[src/rtl/div_seq_if.sv]
// Request/response bundle for the sequential divider.
// The core drives the master side; div_seq sits on the slave side.
interface div_seq_if;
    logic        in_valid;
    logic        in_ready;
    logic [31:0] dividend;
    logic [31:0] divisor;
    logic        is_signed;
    logic        out_valid;
    logic        out_ready;
    logic [31:0] quotient;
    logic [31:0] remainder;

    modport master (
        output in_valid, dividend, divisor, is_signed, out_ready,
        input  in_ready, out_valid, quotient, remainder
    );

    modport slave (
        input  in_valid, dividend, divisor, is_signed, out_ready,
        output in_ready, out_valid, quotient, remainder
    );
endinterface

[src/rtl/div_seq.sv]
// Multi-cycle restoring divider for RV32M DIV/DIVU/REM/REMU.
// Optional macro DIV_SEQ_SHORTCUT_EN: finish at once when |divisor| > |dividend|.
module div_cla32 (
    input  logic [31:0] a,
    input  logic [31:0] b,
    input  logic        cin,
    output logic [31:0] sum,
    output logic        cout
);
    logic [31:0] g, p, gg, pp, ng, np;
    logic [32:0] c;

    // Kogge-Stone prefix tree over generate/propagate pairs
    always_comb begin
        g  = a & b;
        p  = a ^ b;
        gg = g;
        pp = p;
        ng = '0;
        np = '0;
        c  = '0;
        for (int lvl = 0; lvl < 5; lvl++) begin
            ng = gg;
            np = pp;
            for (int i = (1 << lvl); i < 32; i++) begin
                ng[i] = gg[i] | (pp[i] & gg[i - (1 << lvl)]);
                np[i] = pp[i] & pp[i - (1 << lvl)];
            end
            gg = ng;
            pp = np;
        end
        c[0] = cin;
        for (int i = 1; i < 33; i++) begin
            c[i] = gg[i-1] | (pp[i-1] & cin);
        end
        sum  = p ^ c[31:0];
        cout = c[32];
    end
endmodule

module div_seq #(
    parameter int STEPS_PER_CYCLE = 1
) (
    input  logic     clk,
    input  logic     rst,
    div_seq_if.slave bus
);
    localparam int S = STEPS_PER_CYCLE;
    localparam int N = 32 / S;
    localparam logic [4:0] LAST = 5'(N - 1);

    typedef enum logic [1:0] {IDLE, RUN, DONE} state_t;

    state_t      state, state_n;
    logic [4:0]  cnt;
    logic [31:0] rem_q, dvd_q, dsr_q;
    logic        neg_q, neg_r;
    logic [31:0] quo_q, rmd_q;

    logic        accept, last;
    logic        a_neg, b_neg;
    logic [31:0] mag_a, mag_b;
    logic        div_zero, ovf, early, special;
    logic [31:0] q_sp, r_sp, q_fin, r_fin;

    logic [S:0][31:0] rem_c, dvd_c;

    assign accept = (state == IDLE) & bus.in_valid;
    assign last   = (cnt == LAST);

    assign a_neg = bus.is_signed & bus.dividend[31];
    assign b_neg = bus.is_signed & bus.divisor[31];
    assign mag_a = a_neg ? -bus.dividend : bus.dividend;
    assign mag_b = b_neg ? -bus.divisor : bus.divisor;

    assign div_zero = (bus.divisor == 32'd0);
    assign ovf      = bus.is_signed
                    & (bus.dividend == 32'h8000_0000)
                    & (bus.divisor == 32'hFFFF_FFFF);
`ifdef DIV_SEQ_SHORTCUT_EN
    assign early = (mag_b > mag_a);
`else
    assign early = 1'b0;
`endif
    assign special = div_zero | ovf | early;

    assign q_sp = div_zero ? 32'hFFFF_FFFF
                : ovf      ? 32'h8000_0000
                :            32'd0;
    assign r_sp = ovf ? 32'd0 : bus.dividend;

    assign rem_c[0] = rem_q;
    assign dvd_c[0] = dvd_q;

    // rem[31] set means the shifted value overflowed 32 bits, so it must exceed the divisor
    for (genvar s = 0; s < S; s++) begin : g_step
        logic [31:0] sh, diff;
        logic        co, ge;
        assign sh = {rem_c[s][30:0], dvd_c[s][31]};
        div_cla32 u_add (
            .a    (sh),
            .b    (~dsr_q),
            .cin  (1'b1),
            .sum  (diff),
            .cout (co)
        );
        assign ge         = rem_c[s][31] | co;
        assign rem_c[s+1] = ge ? diff : sh;
        assign dvd_c[s+1] = {dvd_c[s][30:0], ge};
    end

    assign q_fin = neg_q ? -dvd_c[S] : dvd_c[S];
    assign r_fin = neg_r ? -rem_c[S] : rem_c[S];

    always_ff @(posedge clk or posedge rst) begin
        if (rst) state <= IDLE;
        else     state <= state_n;
    end

    always_comb begin
        state_n = state;
        unique case (state)
            IDLE: if (bus.in_valid) state_n = special ? DONE : RUN;
            RUN:  if (last)          state_n = DONE;
            DONE: if (bus.out_ready) state_n = IDLE;
            default: state_n = IDLE;
        endcase
    end

    always_ff @(posedge clk or posedge rst) begin
        if (rst) begin
            cnt   <= '0;
            rem_q <= '0;
            dvd_q <= '0;
            dsr_q <= '0;
            neg_q <= 1'b0;
            neg_r <= 1'b0;
            quo_q <= '0;
            rmd_q <= '0;
        end else if (accept) begin
            cnt   <= '0;
            rem_q <= '0;
            dvd_q <= mag_a;
            dsr_q <= mag_b;
            neg_q <= a_neg ^ b_neg;
            neg_r <= a_neg;
            if (special) begin
                quo_q <= q_sp;
                rmd_q <= r_sp;
            end
        end else if (state == RUN) begin
            rem_q <= rem_c[S];
            dvd_q <= dvd_c[S];
            cnt   <= cnt + 5'd1;
            if (last) begin
                cnt   <= '0;
                quo_q <= q_fin;
                rmd_q <= r_fin;
            end
        end
    end

    assign bus.in_ready  = (state == IDLE);
    assign bus.out_valid = (state == DONE);
    assign bus.quotient  = quo_q;
    assign bus.remainder = rmd_q;
endmodule

[src/flat_wrapper.sv]
// flat-port wrapper written by rule: the top's interface ports become plain ports
module div_seq_flat 
#(
    parameter int STEPS_PER_CYCLE = 1
)
  (clk, rst, bus_in_valid, bus_dividend, bus_divisor, bus_is_signed, bus_out_ready, bus_in_ready, bus_out_valid, bus_quotient, bus_remainder);
  div_seq_if bus_i ();
  input  logic clk;
  input  logic rst;
  input wire logic [$bits(bus_i.in_valid)-1:0] bus_in_valid;
  input wire logic [$bits(bus_i.dividend)-1:0] bus_dividend;
  input wire logic [$bits(bus_i.divisor)-1:0] bus_divisor;
  input wire logic [$bits(bus_i.is_signed)-1:0] bus_is_signed;
  input wire logic [$bits(bus_i.out_ready)-1:0] bus_out_ready;
  output wire logic [$bits(bus_i.in_ready)-1:0] bus_in_ready;
  output wire logic [$bits(bus_i.out_valid)-1:0] bus_out_valid;
  output wire logic [$bits(bus_i.quotient)-1:0] bus_quotient;
  output wire logic [$bits(bus_i.remainder)-1:0] bus_remainder;
  assign bus_i.in_valid = bus_in_valid;
  assign bus_i.dividend = bus_dividend;
  assign bus_i.divisor = bus_divisor;
  assign bus_i.is_signed = bus_is_signed;
  assign bus_i.out_ready = bus_out_ready;
  assign bus_in_ready = bus_i.in_ready;
  assign bus_out_valid = bus_i.out_valid;
  assign bus_quotient = bus_i.quotient;
  assign bus_remainder = bus_i.remainder;
  div_seq #(.STEPS_PER_CYCLE(STEPS_PER_CYCLE)) u_core (.clk(clk), .rst(rst), .bus(bus_i));
endmodule
[config.mk]
export PLATFORM = sky130hd
export DESIGN_NAME = div_seq_flat
export DESIGN_NICKNAME = d
export VERILOG_FILES = /design/src/rtl/div_seq_if.sv /design/src/rtl/div_seq.sv /design/src/flat_wrapper.sv
export SDC_FILE = /design/constraint.sdc
export NUM_CORES = 1
export LEC_CHECK = 0
export CELL_PAD_IN_SITES_DETAIL_PLACEMENT = 1
export CELL_PAD_IN_SITES_GLOBAL_PLACEMENT = 1
export CORE_AREA = 4 4 163 165
export DETAILED_ROUTE_END_ITERATION = 10
export DIE_AREA = 0 0 167 169
export DONT_BUFFER_PORTS = 1
export PLACE_DENSITY = 0.83
export SLEW_MARGIN = 25
export SYNTH_ARGS = -nofsm -noshare
export SYNTH_HDL_FRONTEND = slang
export SYNTH_HIERARCHICAL = 1
export SYNTH_SLANG_ARGS = --single-unit
[constraint.sdc]
create_clock -name clk -period 6.7 [get_ports clk]
set_input_delay 0.67 -clock clk [delete_from_list [all_inputs] [get_ports clk]]
set_output_delay 0.67 -clock clk [all_outputs]
set_load 0.02 [all_outputs]
==> results.cfg, run 1 <==
[status]
status = completed

[cts]
cts.clk_slew.worst_paths_ns = 0.08
cts_tree = yes
cts_buffers = 17
clock_latency_ns = 0.44
cts-root-buf = clkbuf_16
hold_buffers = 0
post_cts_buffers = 0
htreeDepth = 4
cts_buffer_depth = 2
cts_num_sinks = 169
ctsResizeCount = 0

[routing]
drc = 0
antenna_left = 0
route.vias.total = 11200
first_pass_iters = 7
viasPerCell = 6.35
drt_iter0_drc = 740
wl_per_cell_um = 22.6
drt_wl_total_um = 40000

[placed_design]
dp_slack_ns = 0.859
dp_hpwl_um = 29300
portBuffers = 0
place_area_um2 = 12400
gp_congestion = 0.931

[sta]
max_slew_margin_pct = 32.7
period_minus_slack_ns = 6.01
drv_slew = 0
hold_viol = 0
setup_tns_ns = 0
worst_slack_ns = 0.692
fin_crit_sh_pct = 89.7
fin_worst_skew_ns = 0.0142
worstMarginPinSlew_ns = 1.01
rsz0062_at_grt = no
fmax_ghz = 0.166
setup_violations = 0

[die]
die_h_um = 169
row_count = 58
io_pins = 135
coreArea_um2 = 25000
start_util_pct = 48.8
die-area_um2 = 28200
die_w_um = 167

[layout]
finish.net_count = 1536
fillCellCount = 3006
regArea_um2 = 4230
multi_input_area_um2 = 7420
drive_gt1_share_pct = 7.09
area_growth_pct = 6.12
final_area_um2 = 13000

[yosys]
synth-seq-cells = 169
seq_area_frac_synth_pct = 34.6
ys_warn_count = 6
netlist_area_um2 = 12200
synthArstFlopShare_pct = 100
synthCells = 1477
syn_area_per_cell_um2 = 8.27
synth_edf_count = 0
synth_cell_type_count = 88
ys.flop_type = dfrtp_1

[global_routing]
grt_use_met3_pct = 5.32
grtUsageTotal_pct = 28.0
grt.busiest_layer = met2
grt_antenna_before_repair = 0
grt_overflow_total = 0
grt_pass1_wl_um = 64100
grt_pass1_vias = 11700
use_met2_pct = 46.9
met1_usage_pct = 35.4
grt_max_degree = 106

[worst_setup_path]
worst-path-max-fanout = 28
cpMostUsedCell = buf_4
worstPathRequired_ns = 7.06
critPathCaptureType = flop
worstSetupStartpointType = flop
max_stage_delay_ns = 0.55
worst_path_max_delay_cell = mux2i_1
worstPathArrival_ns = 6.37
critPathKind = reg2reg
cp_cell_sequence = ha_1 -> a21oi_1 -> a21boi_1 -> nor4_2 -> nand4_2 -> a31oi_4 -> o21ai_2 -> a221o_1 -> buf_4 -> or2_2 -> inv_2 -> buf_4 -> mux2i_1 -> nand4bb_1 -> nor4_1 -> nor3_1 -> or3_1 -> o21ai_0

[min_path]
min-delay-path-class = in2async

[job]
cap_violations = 0
[kinds of logic (layout without fill, tap and decap cells)]
group                      Yosys count  after routing  synth area share, %
xor gates and xnor gates           136            136                 9.75
and+or+nand+nor                    536            536                 21.3
other                                1              4               0.0307
AOI/OAI and AO/OA                  415            415                 22.2
DFF                                169            169                 34.6
adders and majority gates           40             40                 4.16
muxes                               37             37                 3.04
buffers and inverters              143            103                 4.94
[cell type report]
cell class | count | area share (%)
Clock inverter | 14 | 1.21
Tap cell | 330 | 3.18
Clock buffer | 17 | 3.28
Inverter | 60 | 1.80
Sequential cell | 169 | 32.6
Timing Repair Buffer | 12 | 0.695
Multi-Input combinational cell | 1167 | 57.2
Antenna cell | 1 | 0.0193
[through the flow]
| step | instances | util [%] | hold WS [ns] |
|---|---|---|---|
| after global routing | 1769 | 51.8 | 0.248 |
| after detailed placement | 1738 | 49.4 | 0.471 |
| final | 1770 | 51.8 | 0.181 |
| after CTS | 1769 | 51.8 | 0.348 |
| after global placement | 1738 | 49.4 | 0.463 |
| after floorplan | 1479 | - | 0.445 |
[layout by cell type, fill, tap and decap left out, drive strengths merged, types with 4 or more instances in the layout]
master / netlist / layout
a21oi: 82 / 82
or2: 5 / 5
dfrtp: 169 / 169
a22oi: 15 / 15
nor2: 133 / 133
o41ai: 18 / 18
ha: 39 / 39
a211oi: 9 / 9
and3: 11 / 11
nand3: 47 / 47
o22ai: 5 / 5
inv: 60 / 68
clkbuf: 62 / 17
a22o: 6 / 6
or4: 20 / 20
nand2: 187 / 187
nor2b: 5 / 5
and2: 13 / 13
xor2: 65 / 65
a21o: 13 / 13
nor3b: 6 / 6
o21ai: 158 / 158
nor3: 28 / 28
buf: 21 / 12
nand2b: 10 / 10
o21a: 6 / 6
or3: 16 / 16
nand4: 18 / 18
a31o: 4 / 4
xnor2: 71 / 71
nor4: 19 / 19
mux2i: 36 / 36
and4: 6 / 6
a31oi: 46 / 46
o31ai: 26 / 26
o211ai: 6 / 6
[worst max-delay path: cells and delay by family (launching register included)]
family	cells	cell delay [ns]
and+or+nand+nor	7	2.26
DFF	1	0.43
adders and majority gates	1	0.38
muxes	1	0.55
AOI/OAI and AO/OA	6	1.15
buffers and inverters	3	1.14
[state kept, by name, summed over array words and instances, names as in the netlist]
signal / flops
u_core/bus.quotient: 32
u_core/bus.remainder: 32
u_core/cnt: 5
u_core/dsr_q: 32
u_core/dvd_q: 32
u_core/neg_q: 1
u_core/neg_r: 1
u_core/rem_q: 32
u_core/state: 2
[layer usage]
metal	vias to the layer above	routed length, µm
met5	-	0
met4	0	1690
met3	99	2270
met2	375	19100
met1	5590	16900
li1	5172	-
[path summary, 6_finish.rpt]
check                                 start                       end  slack [ns]  cells after the start
setup / recovery            u_core/rem_q[7]  u_core/bus.remainder[26]        0.69                     18
hold / removal                          rst   u_core/bus.quotient[14]        0.18                      1
setup reg to reg            u_core/rem_q[7]  u_core/bus.remainder[26]        0.69                     18
hold reg to reg            u_core/dsr_q[25]          u_core/dsr_q[25]        0.48                      2
max in group asynchronous               rst          u_core/dsr_q[25]        5.15                      2
min in group clk              bus_is_signed              u_core/neg_q        0.37                      2
[synthesized netlist by cell type (25+ instances only)]
| cell type | instances | area [µm²] |
|---|---|---|
| inv_1 | 59 | 221 |
| mux2i_1 | 36 | 360 |
| o31ai_1 | 25 | 188 |
| a21oi_1 | 77 | 385 |
| ha_1 | 39 | 488 |
| o21ai_0 | 151 | 756 |
| xnor2_1 | 71 | 622 |
| nand3_1 | 47 | 235 |
| xor2_1 | 65 | 569 |
| clkbuf_1 | 62 | 233 |
| nor3_1 | 27 | 135 |
| a31oi_1 | 34 | 213 |
| dfrtp_1 | 169 | 4230 |
| nor2_1 | 132 | 495 |
| nand2_1 | 187 | 702 |
Power of run 1 is not shown: default switching activity piles up to over one toggle a cycle in this logic, so the estimate is an artifact.
==> run 2: changes to the inputs <==
==> constraint.sdc (replaced) <==
create_clock -name clk -period 6.7 [get_ports clk]
set_input_delay 0.335 -clock clk [delete_from_list [all_inputs] [get_ports clk]]
set_output_delay 0.335 -clock clk [all_outputs]
set_load 0.02 [all_outputs]
==> results.cfg, run 2 (synthesis gave the netlist of run 1 again) <==
[status]
status = completed

[cts]
htreeDepth = 4
clock_latency_ns = 0.44
cts.clk_slew.worst_paths_ns = 0.07
cts_num_sinks = 169
cts_tree = yes
post_cts_buffers = 0
cts_buffer_depth = 2
cts-root-buf = clkbuf_16
cts_buffers = 17

[die]
die_w_um = 167
start_util_pct = 48.8
die-area_um2 = 28200
row_count = 58
io_pins = 135
die_h_um = 169
coreArea_um2 = 25000

[layout]
finish.net_count = 1537
layout_commonest_cell = nand2_1
drive_gt1_share_pct = 7.08
final_util_pct = 51.8
final_cell_mix = nand2_1, dfrtp_1, o21ai_0
area_growth_pct = 6.19
final_cells = 1770
num_antenna_cells = 0

[worst_setup_path]
cpMostUsedCell = buf_4
worstPathArrival_ns = 6.37
worst_path_max_delay_cell = mux2i_1
cp_cell_sequence = ha_1 -> a21oi_1 -> a21boi_1 -> nor4_2 -> nand4_2 -> a31oi_4 -> o21ai_2 -> a221o_1 -> buf_4 -> or2_2 -> inv_2 -> buf_4 -> mux2i_1 -> nand4bb_1 -> nor4_1 -> nor3_1 -> or3_1 -> o21ai_0
worstSetupStartpointType = flop
worst-path-max-fanout = 28
max_stage_delay_ns = 0.55
critPathKind = reg2reg
worstPathRequired_ns = 7.06
critPathCaptureType = flop

[sta]
hold_viol = 0
fmax_ghz = 0.166
setup_violations = 0
worstMarginPinSlew_ns = 0.971
rsz0062_at_grt = no
hold_ws_ns = 0.0350
fin_worst_skew_ns = 0.0150
fin_crit_sh_pct = 89.7
setup_tns_ns = 0
period_minus_slack_ns = 6.01
drv_slew = 0
max_slew_margin_pct = 35.1

[global_routing]
grt_overflow_total = 0
grt_antenna_before_repair = 0
grtUsageTotal_pct = 28.0
grt_pass1_vias = 11700
grt_pass1_wl_um = 64100
grt_max_degree = 106

[routing]
drc = 0
first_pass_iters = 5
wl_per_cell_um = 22.6
drt_iter0_drc = 753
viasPerCell = 6.36
drt_wl_total_um = 40000
antenna_left = 0
route.vias.total = 11300

[placed_design]
dpl.cell_count = 1738
dp_hpwl_um = 29300
portBuffers = 0
gp_congestion = 0.931

[job]
cap_violations = 0

[min_path]
min-delay-path-class = in2reg
run 2: cell count changes in the layout (fill, tap and decap cells not counted), sizes merged:
| cell | before | now |
|---|---|---|
| dlygate4sd3 | 0 | 1 |
| diode | 1 | 0 |
run 2: layout make-up:
cell class	instances	area (µm²)
clock buffer	17	425
clock inverter	14	156
fill	3006	12100
inverter	60	233
multi-input combinational	1167	7420
sequential	169	4230
tap	330	413
timing repair buffer	13	100
run 2: path summary, 6_finish.rpt:
check,start,endpoint,slack (ns),cells past startpoint
worst max-delay path,u_core/rem_q[7],u_core/bus.remainder[26],0.69,18
worst min-delay path,bus_is_signed,u_core/neg_q,0.04,2
worst max register to register,u_core/rem_q[7],u_core/bus.remainder[26],0.69,18
worst min register to register,u_core/dsr_q[25],u_core/dsr_q[25],0.48,2
max in group asynchronous,rst,u_core/rem_q[26],4.81,3
min in group asynchronous,rst,u_core/bus.quotient[14],0.51,2
run 2: repair_timing:
| item | in CTS | in global routing |
|---|---|---|
| endpoints found under the hold margin | 0 | 100 |
| gates resized for setup | 0 | 0 |
| hold buffers | 0 | 1 |
run 2: per-stage QoR:
step	setup slack, ns	cell area, µm²
finish	0.690	13000
global placement	1.09	12400
floorplan	1.34	12200
detailed placement	0.859	12400
global route	0.327	13000
CTS	0.730	13000
run 2: per-layer routing:
| layer | part of all wire (%) | wire length, µm | GRT usage, % | up-vias |
|---|---|---|---|---|
| li1 | - | - | - | 5175 |
| met1 | 42 | 16800 | 35.4 | 5602 |
| met2 | 48 | 19200 | 46.9 | 378 |
| met3 | 5.7 | 2270 | 5.32 | 104 |
| met4 | 4.3 | 1710 | 12.7 | 0 |
| met5 | 0 | 0 | 0 | - |
run 2: critical path: cells and delay by family, from the launching register on:
family | cells | cell delay, ns
mux | 1 | 0.55
compound gates | 6 | 1.15
simple gates | 7 | 2.27
fa+ha+maj | 1 | 0.37
buf+inv | 3 | 1.14
flops | 1 | 0.43
Power of run 2 is left out for the same reason.
==> run 3: changes to the inputs <==
--- a/config.mk
+++ b/config.mk
@@ -5,13 +5,14 @@
 export SDC_FILE = /design/constraint.sdc
 export NUM_CORES = 1
 export LEC_CHECK = 0
+export ABC_AREA = 1
 export CELL_PAD_IN_SITES_DETAIL_PLACEMENT = 1
 export CELL_PAD_IN_SITES_GLOBAL_PLACEMENT = 1
-export CORE_AREA = 4 4 163 165
+export CORE_AREA = 4 4 181 183
 export DETAILED_ROUTE_END_ITERATION = 10
-export DIE_AREA = 0 0 167 169
+export DIE_AREA = 0 0 185 187
 export DONT_BUFFER_PORTS = 1
-export PLACE_DENSITY = 0.83
+export PLACE_DENSITY = 0.82
 export SLEW_MARGIN = 25
 export SYNTH_ARGS = -nofsm -noshare
 export SYNTH_HDL_FRONTEND = slang
==> results.cfg, run 3 <==
[sta]
period_minus_slack_ns = 4.44
fin_crit_sh_pct = 66.2
max_slew_margin_pct = 33.9
drv_slew = 0
rsz0062_at_grt = no
fin_worst_skew_ns = 0.0176
fmax_ghz = 0.225
setup_tns_ns = 0
hold_viol = 0
setup_violations = 0
worstMarginPinSlew_ns = 0.991

[yosys]
synthTopCellsByCount = nand2_1, inv_1, nor2_1
synth_area_leaders = dfrtp_1, nand2_1, inv_1, nand3_1, nor2_1
yosysTopAreaCellShare_pct = 30.0
ys.flop_type = dfrtp_1
ys_warn_count = 6
synth_cell_type_count = 51
seq_area_frac_synth_pct = 30.0
yosys.area.top_type = dfrtp_1
synth-seq-cells = 169
yosysMostFrequentCell = nand2_1
synthCells = 2250
synthArstFlopShare_pct = 100
synth_edf_count = 0
syn_area_per_cell_um2 = 6.26
netlist_area_um2 = 14100

[placed_design]
portBuffers = 0
dpl.cell_count = 2599
dp_hpwl_um = 42900
gp_congestion = 0.949

[cts]
cts_num_sinks = 169
cts_buffer_depth = 2
cts_buffers = 17
cts.clk_slew.worst_paths_ns = 0.07
cts-root-buf = clkbuf_16
cts_tree = yes
clock_latency_ns = 0.45
ctsResizeCount = 0
htreeDepth = 4

[routing]
wl_per_cell_um = 21.2
route.vias.total = 15200
drc = 0
first_pass_iters = 5
drt_wl_total_um = 55900
antenna_left = 0
viasPerCell = 5.79
drt_iter0_drc = 1157

[layout]
fillCellCount = 4387
drive_gt1_share_pct = 7.53
layout_commonest_cell = nand2_1
finish.net_count = 2327
final_cells = 2633
final_cell_mix = nand2_1, inv_1, nor2_1
area_growth_pct = 6.15

[worst_setup_path]
timing.rr.start = u_core/dsr_q[18]
worstSetupStartpointType = flop
worstPathArrival_ns = 4.78
rrSetupSlack_ns = 2.26
rr_worst_depth = 23
critPathKind = reg2reg
critPathCaptureType = flop
worstPathRequired_ns = 7.04
r2r_end = u_core/bus.quotient[26]
worst-path-max-fanout = 25

[job]
cap_violations = 0

[die]
die-area_um2 = 34600
die_w_um = 185
start_util_pct = 45.1
die_h_um = 187
coreArea_um2 = 31200
row_count = 65
io_pins = 135

[global_routing]
grt_pass1_wl_um = 88100
grt_max_degree = 87
grt_pass1_vias = 15700
grt_overflow_total = 0
grt.busiest_layer = met2
met1_usage_pct = 43.7
use_met2_pct = 51.1
grtUsageTotal_pct = 32.2
grt_use_met3_pct = 7.29
grt_antenna_before_repair = 3

[min_path]
hp-start = bus_dividend[29]
min-delay-path-class = in2reg
min_to = u_core/dvd_q[29]
min_delay_path_depth = 2

[status]
status = completed
-- run 3: cell types whose count changed in the layout (fill, tap and decap cells not counted), sizes merged, moves of 17 or more --
cell | before | now
nand2 | 187 | 761
inv | 68 | 305
nand3 | 47 | 214
nor2 | 133 | 279
xnor2 | 71 | 6
a31oi | 46 | 3
mux2i | 36 | 0
o31ai | 26 | 4
or4 | 20 | 0
xor2 | 65 | 46
o41ai | 18 | 1
-- run 3: kinds of logic (layout without fill, tap and decap cells) --
| family | count (synthesis) | after routing | share of synthesized area (%) |
|---|---|---|---|
| flip-flops | 169 | 169 | 30.0 |
| buffers and inverters | 372 | 346 | 10.6 |
| XOR/XNOR | 52 | 52 | 3.23 |
| adder cells (fa/ha/maj) | 40 | 40 | 3.61 |
| AO/OA/AOI/OAI | 295 | 295 | 11.8 |
| AND/OR/NAND/NOR | 1321 | 1321 | 40.7 |
| other | 1 | 8 | 0.0266 |
-- run 3: how the worst max path moves through the flow --
stage | startpoint | end | cells past startpoint
final | u_core/dsr_q[18] | u_core/bus.quotient[26] | 23
after global routing | u_core/dsr_q[18] | u_core/bus.quotient[24] | 22
after CTS | u_core/rem_q[0] | u_core/bus.quotient[26] | 24
after detailed placement | u_core/rem_q[0] | u_core/bus.quotient[26] | 24
after global placement | u_core/rem_q[0] | u_core/bus.quotient[26] | 24
after floorplan | rst | u_core/bus.quotient[0] | 1
-- run 3: repair_timing --
action / CTS / global route
hold buffers: 2 / 0
endpoints found under the setup margin: 0 / 0
buffers inserted: 0 / 0
hold endpoints to repair: 41 / 0
-- run 3: layout make-up --
class / instances / area (µm²) / area share, %
Inverter: 303 / 1140 / 7.64
Timing Repair Buffer: 12 / 95.1 / 0.636
Clock inverter: 10 / 108 / 0.720
Antenna cell: 1 / 2.50 / 0.0167
Multi-Input combinational cell: 1715 / 8390 / 56.1
Sequential cell: 169 / 4230 / 28.3
Clock buffer: 21 / 480 / 3.21
Tap cell: 402 / 503 / 3.36
-- run 3: worst max-delay path, stage by stage (launching register included) --
cell and delay [ns]:
dfrtp_1 0.37, inv_1 0.08, ha_1 0.37, nand2_2 0.13, inv_1 0.05, nand2_1 0.07
nand2_1 0.08, nand2_1 0.09, nand2_1 0.09, a31oi_1 0.25, nand2_1 0.19, nor2_4 0.65
ha_1 0.33, nand3_1 0.11, inv_1 0.10, nand3_1 0.13, nor2_2 0.38, nand3_1 0.20
nand2_1 0.24, nand3_1 0.10, nand3_1 0.08, nand3_1 0.09, nand2_1 0.07, nand2_1 0.05
-- run 3: routing by layer --
metal	part of all wire (%)	routed length [µm]	vias to the layer above
met5	0.029	16	-
met4	3.2	1760	2
met3	7.9	4400	105
met2	46	25700	526
met1	43	24000	7523
li1	-	-	7088
-- run 3: per-stage QoR --
stage / cell area, µm² / setup slack [ns] / hold WS (ns) / util [%]
3_3_place_gp: 14300 / 2.55 / 0.228 / 45.9
5_1_grt: 15000 / 1.85 / 0.0382 / 47.9
2_1_floorplan: 14100 / 1.79 / 0.443 / -
6_report: 15000 / 2.26 / 0.0399 / 47.9
4_1_cts: 15000 / 2.35 / 0.0209 / 47.9
3_5_place_dp: 14300 / 2.42 / 0.236 / 45.9
Power of run 3 is left out for the same reason.
